==> src/rtl/direction_key_encoder.sv <==
// Debounces four active-low direction keys and issues one 2-bit move command
// per clean press over a valid/ready handshake.
module direction_key_encoder #(
  parameter int unsigned DEBOUNCE_CYCLES = 4
) (
  input  logic       clk,
  input  logic       reset,
  input  logic [3:0] key_n,
  input  logic       move_ready,
  output logic [1:0] direction,
  output logic       move_valid,
  output logic       keys_conflict
);

  localparam int unsigned NKEYS = 4;
  localparam int unsigned CNT_W = 10;

  typedef enum logic [1:0] {
    IDLE         = 2'd0,
    OFFER        = 2'd1,
    WAIT_RELEASE = 2'd2
  } state_t;

  logic [NKEYS-1:0] sync1_q, sync2_q;
  logic [NKEYS-1:0] p_sync;
  logic [NKEYS-1:0] p_db_q, p_db_d;
  logic [CNT_W-1:0] cnt_q [NKEYS];
  logic [CNT_W-1:0] cnt_d [NKEYS];

  state_t     state_q, state_d;
  logic [1:0] direction_q, direction_d;
  logic       move_valid_q, move_valid_d;
  logic       keys_conflict_q, keys_conflict_d;

  logic       one_hot;
  logic [1:0] code;

  assign p_sync = ~sync2_q;

  // Per-key debouncer: level flips only after DEBOUNCE_CYCLES consecutive disagreeing cycles
  always_comb begin
    p_db_d = p_db_q;
    for (int i = 0; i < NKEYS; i++) begin
      cnt_d[i] = '0;
      if (p_sync[i] != p_db_q[i]) begin
        if (CNT_W'(cnt_q[i] + CNT_W'(1)) == CNT_W'(DEBOUNCE_CYCLES)) begin
          p_db_d[i] = p_sync[i];
        end else begin
          cnt_d[i] = CNT_W'(cnt_q[i] + CNT_W'(1));
        end
      end
    end
  end

  assign one_hot = (p_db_q != '0) && ((p_db_q & (p_db_q - NKEYS'(1))) == '0);

  always_comb begin
    case (p_db_q)
      4'b0001: code = 2'b00;
      4'b0010: code = 2'b01;
      4'b0100: code = 2'b11;
      4'b1000: code = 2'b10;
      default: code = 2'b00;
    endcase
  end

  // Command FSM: one outstanding move, then wait for all keys released
  always_comb begin
    state_d         = state_q;
    direction_d     = direction_q;
    keys_conflict_d = 1'b0;
    case (state_q)
      IDLE: begin
        if (one_hot) begin
          direction_d = code;
          state_d     = OFFER;
        end else if (p_db_q != '0) begin
          keys_conflict_d = 1'b1;
          state_d         = WAIT_RELEASE;
        end
      end
      OFFER: begin
        if (move_ready) state_d = WAIT_RELEASE;
      end
      WAIT_RELEASE: begin
        if (p_db_q == '0) state_d = IDLE;
      end
      default: state_d = IDLE;
    endcase
    move_valid_d = (state_d == OFFER);
  end

  always_ff @(posedge clk) begin
    if (reset) begin
      sync1_q         <= '1;
      sync2_q         <= '1;
      p_db_q          <= '0;
      for (int i = 0; i < NKEYS; i++) cnt_q[i] <= '0;
      state_q         <= IDLE;
      direction_q     <= 2'b00;
      move_valid_q    <= 1'b0;
      keys_conflict_q <= 1'b0;
    end else begin
      sync1_q         <= key_n;
      sync2_q         <= sync1_q;
      p_db_q          <= p_db_d;
      for (int i = 0; i < NKEYS; i++) cnt_q[i] <= cnt_d[i];
      state_q         <= state_d;
      direction_q     <= direction_d;
      move_valid_q    <= move_valid_d;
      keys_conflict_q <= keys_conflict_d;
    end
  end

  assign direction     = direction_q;
  assign move_valid    = move_valid_q;
  assign keys_conflict = keys_conflict_q;

endmodule

==> config.mk <==
export PLATFORM = sky130hd
export DESIGN_NAME = direction_key_encoder
export DESIGN_NICKNAME = d
export VERILOG_FILES = /design/src/rtl/direction_key_encoder.sv
export SDC_FILE = /design/constraint.sdc
export NUM_CORES = 1
export LEC_CHECK = 0
export ABC_AREA = 1
export CAP_MARGIN = 0
export CORE_UTILIZATION = 40
export DETAILED_ROUTE_END_ITERATION = 8
export RECOVER_POWER = 50
export SLEW_MARGIN = 15
export SYNTH_ARGS = -nofsm -noshare
export SYNTH_HDL_FRONTEND = slang
export SYNTH_SLANG_ARGS = --single-unit
==> constraint.sdc <==
create_clock -name clk -period 4.4 [get_ports clk]
set_clock_uncertainty 0.2 [all_clocks]
set_input_delay 1.1 -clock clk [delete_from_list [all_inputs] [get_ports clk]]
set_output_delay 1.1 -clock clk [all_outputs]
set_load 0.02 [all_outputs]
-- After elaboration in Yosys (flattened, before gate mapping)
Memory sizes are Yosys's and may differ from the RTL's.
Cells that the tools add are included.
- flip-flop bits (word level): 18
- RAM bits: 40
- input bits: 7
- logic and storage cells: 70
- memories kept: 1
- memories (name ; depth ; bits a word ; read ports ; clocked after memory_dff ; write ports ; line ; RTL):
    cnt_q ; 4 ; 10 ; 4 ; 0 ; 4 ; 27 ; logic [CNT_W-1:0] cnt_q [NKEYS];
- add/subtract/negate cells: 5
- eq/ne operators: 14
- multiplexer cells: 22
- bitwise operators: 7
- reductions and logical operators: 11
- operator list (cell ; number):
    two-way mux 10 bit ; 12
    adder 10 x 1 -> 10 bit, second input constant ; 4
    equality test 10 x 3 -> 1 bit, second input constant ; 4
    one-hot mux 2 bit (3 select lines) ; 2
    AND reduction 2 bit ; 5
    zero test 4 bit ; 2
    two-way mux 2 bit ; 4
    bitwise AND 4 bit ; 1
    equality test 2 x 1 -> 1 bit, second input constant ; 2
    equality test 4 x 2 -> 1 bit, second input constant ; 1
    equality test 4 x 3 -> 1 bit, second input constant ; 1
    equality test 4 bit, second input constant ; 1
    two-way mux 1 bit ; 4
    inequality test 1 bit ; 4
    inverter 4 bit ; 1
    bitwise OR 1 bit ; 4
    nonzero test 4 bit ; 1
    subtractor 4 x 1 -> 4 bit, second input constant ; 1
    OR reduction 3 bit ; 1
    equality test 2 bit, second input constant ; 1
    zero test 2 bit ; 1
    logical AND 1 bit ; 1
    inverter 1 bit ; 1

-- Longest topological paths before layout
- word-level depth: 7
- depth in mapped cells: 11

-- Worst setup path after synthesis
Ideal clock, no wire load.
- path kind: in2reg
- start: input port reset
- end: memory cnt_q[2][3]
- cell stages on the path: 5
- required time: 4130 ps
- setup time: 70 ps
- slack: 2457 ps
- data arrival time: 1673 ps
- cells stage by stage: clkinv_1 > o21ai_0 > a21oi_1 > nand2_2 > a21oi_1
- RTL lines (what ; line ; RTL):
    from (decl) ; 7 ; input logic reset,
    to (decl) ; 27 ;

==> results.py <==
metrics = {
    "synth": {
        "async_flop_share": 0,
        "synth_area_per_cell_um2": 7.17,
        "synthCells": 367,
        "muxShareOfSynthArea": 0,
        "synth_compound_area_frac": 0.0523,
        "synth_edf_count": 0,
        "synth-xor-area-share": 0.0399,
        "synth_fa_ha_area_frac": 0.0190,
        "synth_seq_area_share": 0.441,
        "synth-seq-cells": 58,
        "syn_area_mm2": 0.00263,
        "synth-simple-area-share": 0.370,
        "ys_warn_count": 0,
        "yosysUniqueCellTypes": 26,
        "synth_top_family_by_area": "simple AND/OR/NAND/NOR gates",
        "ys.flop_type": "dfxtp_1",
        "syn_nets": 378,
    },
    "cts": {
        "clock_latency_ps": 330,
        "cts_sinks": 58,
        "cts_buffer_depth": 2,
        "cts-root-buf": "clkbuf_8",
        "cts_buffers": 9,
        "clkTransAtPathRegs_ps": 60,
        "cts_tree": "yes",
        "h-tree-depth": 3,
        "cts_resized": 0,
        "cts_hold_buf": 0,
        "postCtsSetupBuffers": 0,
    },
    "sta": {
        "fin_crit_sh": 0.623,
        "setup_violations": 0,
        "fmax_ghz": 0.365,
        "worstMarginPinSlew_ps": 407,
        "min_period_ps": 2740,
        "final-hold-violation-count": 0,
        "slew_headroom": 0.727,
        "rsz0062_at_grt": "false",
        "setup_ws_ps": 1660,
        "slew_violations": 0,
        "finalSetupTns_ps": 0,
    },
    "drt": {
        "vias": 2137,
        "drt-initial-drc-count": 71,
        "via_per_inst": 4.56,
        "drc": 0,
        "first_pass_iters": 4,
        "antenna_left": 0,
        "drt-wirelength-per-cell_um": 9.67,
        "wl_mm": 4.53,
    },
    "run": {
        "drv_cap": 0,
    },
    "layout": {
        "nFillCells": 637,
        "area_growth_pct": 13.1,
        "nets": 398,
        "drive_above_1_share": 0.0995,
        "diodes": 0,
        "fin_area_mm2": 0.00298,
    },
    "grt": {
        "globalRouteTotalUtil": 0.147,
        "first_global_vias": 1987,
        "antenna_found_initial": 0,
        "grt_overflow": 0,
        "grt_pass1_wl_mm": 8.29,
        "grt_max_degree": 15,
    },
    "floorplan": {
        "dieArea_mm2": 0.00691,
        "initial_utilization": 0.414,
        "chipHeight_um": 83.1,
        "placementRows": 29,
        "ios": 11,
        "die_w_um": 83.1,
        "core_area_mm2": 0.00635,
    },
    "placed_design": {
        "port_buffers": 10,
        "place_ws_ps": 1370,
        "gp_congestion": 0.773,
        "hpwl_mm": 3.26,
        "placed_area_mm2": 0.00282,
    },
    "critical_path": {
        "arrival_ps": 2750,
        "worstPathRequired_ps": 4420,
        "endpoint_kind": "flip-flop",
        "crit_fanout": 14,
        "crit_type": "primary input to flip-flop",
        "critPathLaunchType": "primary input",
    },
    "min_path": {
        "hold_path.class": "flip-flop to flip-flop",
    },
    "power_and_ir_drop": {
        "cellPowerDensity_mw_per_mm2": 324,
        "power_leakage_nw": 1.18,
        "peakVddDrop_uv": 164,
    },
    "status": {
        "status": "finished clean",
    },
}
where the power goes:
group | switching, mW | leakage, nW | internal, mW
logic | 0.00922 | 0.619 | 0.00915
registers | 0.00219 | 0.469 | 0.530
clock network | 0.196 | 0.0872 | 0.217
total | 0.207 | 1.18 | 0.756
metrics by stage:
stage	instances	power, mW	hold WS (ps)	util
final	469	0.963	221	0.469
after global routing	469	1.01	233	0.469
after CTS	469	0.981	226	0.471
after detailed placement	453	0.563	200	0.445
after global placement	453	0.563	204	0.445
after floorplan	367	0.554	189	-
logic make-up after synthesis:
kind of cell,Yosys count
AO/OA/AOI/OAI,26
XOR/XNOR,12
adder cells (fa/ha/maj),4
buffers and inverters,54
flip-flops,58
AND/OR/NAND/NOR,213
worst paths after layout:
check	start	endpoint	slack, ps	depth (start not counted)
worst max-delay path	reset	cnt_q[0][8]	1660	6
worst min register to register	sync1_q[2]	sync2_q[2]	220	1
worst max register to register	cnt_q[1][0]	cnt_q[1][2]	2420	10
worst min-delay path	sync1_q[2]	sync2_q[2]	220	1
cell type report:
| class | instances | area, um^2 | share of cell area |
|---|---|---|---|
| clock buffers | 13 | 149 | 0.0500 |
| clock inverters | 3 | 15.0 | 0.00505 |
| inverters | 53 | 199 | 0.0669 |
| multi-input cells | 255 | 1250 | 0.422 |
| flip-flops and latches | 58 | 1160 | 0.390 |
| well taps | 77 | 96.3 | 0.0324 |
| repair buffers | 10 | 100 | 0.0336 |
flip-flops by register name, summed over array words and instances, names as in the netlist:
signal,flops
keys_conflict,1
direction,2
cnt_q,40
sync1_q,4
state_q,2
move_valid,1
p_db_q,4
sync2_q,4
synthesized netlist by cell type, types with 4 or more instances:
cell | n | area, um^2
ha_1 | 4 | 50.1
dfxtp_1 | 58 | 1160
inv_1 | 52 | 195
a21oi_1 | 15 | 75.1
o21ai_0 | 6 | 30.0
nor3_1 | 4 | 20.0
nand3_1 | 30 | 150
xnor2_1 | 6 | 52.6
nand3b_1 | 5 | 37.5
xor2_1 | 6 | 52.6
nor2_2 | 9 | 56.3
nor2_1 | 63 | 236
or2_2 | 10 | 62.6
nand3_2 | 5 | 50.1
nand2_1 | 78 | 293
cell usage in the layout, fill, tap and decap left out:
cell type,n
xor2_1,6
nand3b_1,5
ha_1,4
and2_1,1
nand2_1,78
o21bai_1,2
clkbuf_1,3
nand2_2,2
nand3_2,5
dlygate4sd3_1,3
and2_0,1
nor3_1,4
o21ai_0,6
dfxtp_1,58
o21ai_1,2
nor2_1,63
inv_1,52
or2_2,10
nand4_1,3
a21oi_1,15
o31ai_1,1
clkdlybuf4s50_1,7
clkinv_2,3
nand3_1,31
clkinv_1,1
nor2_2,9
nor3b_1,1
clkbuf_8,10
xnor2_1,6
routing by layer:
metal  up-vias  track usage  part of all wire
li1       1188            -                 -
met1       924        0.190              0.52
met2        20        0.229              0.44
met3         5       0.0328             0.028
met4         0       0.0799             0.013
met5         -            0                 0
critical path: stages:
cell and delay, ps:
dlygate4sd3_1 780, clkinv_1 360, nand3_1 220, inv_1 80, nand2_2 150, a21oi_1 60
(Power assumes the default switching activity.)
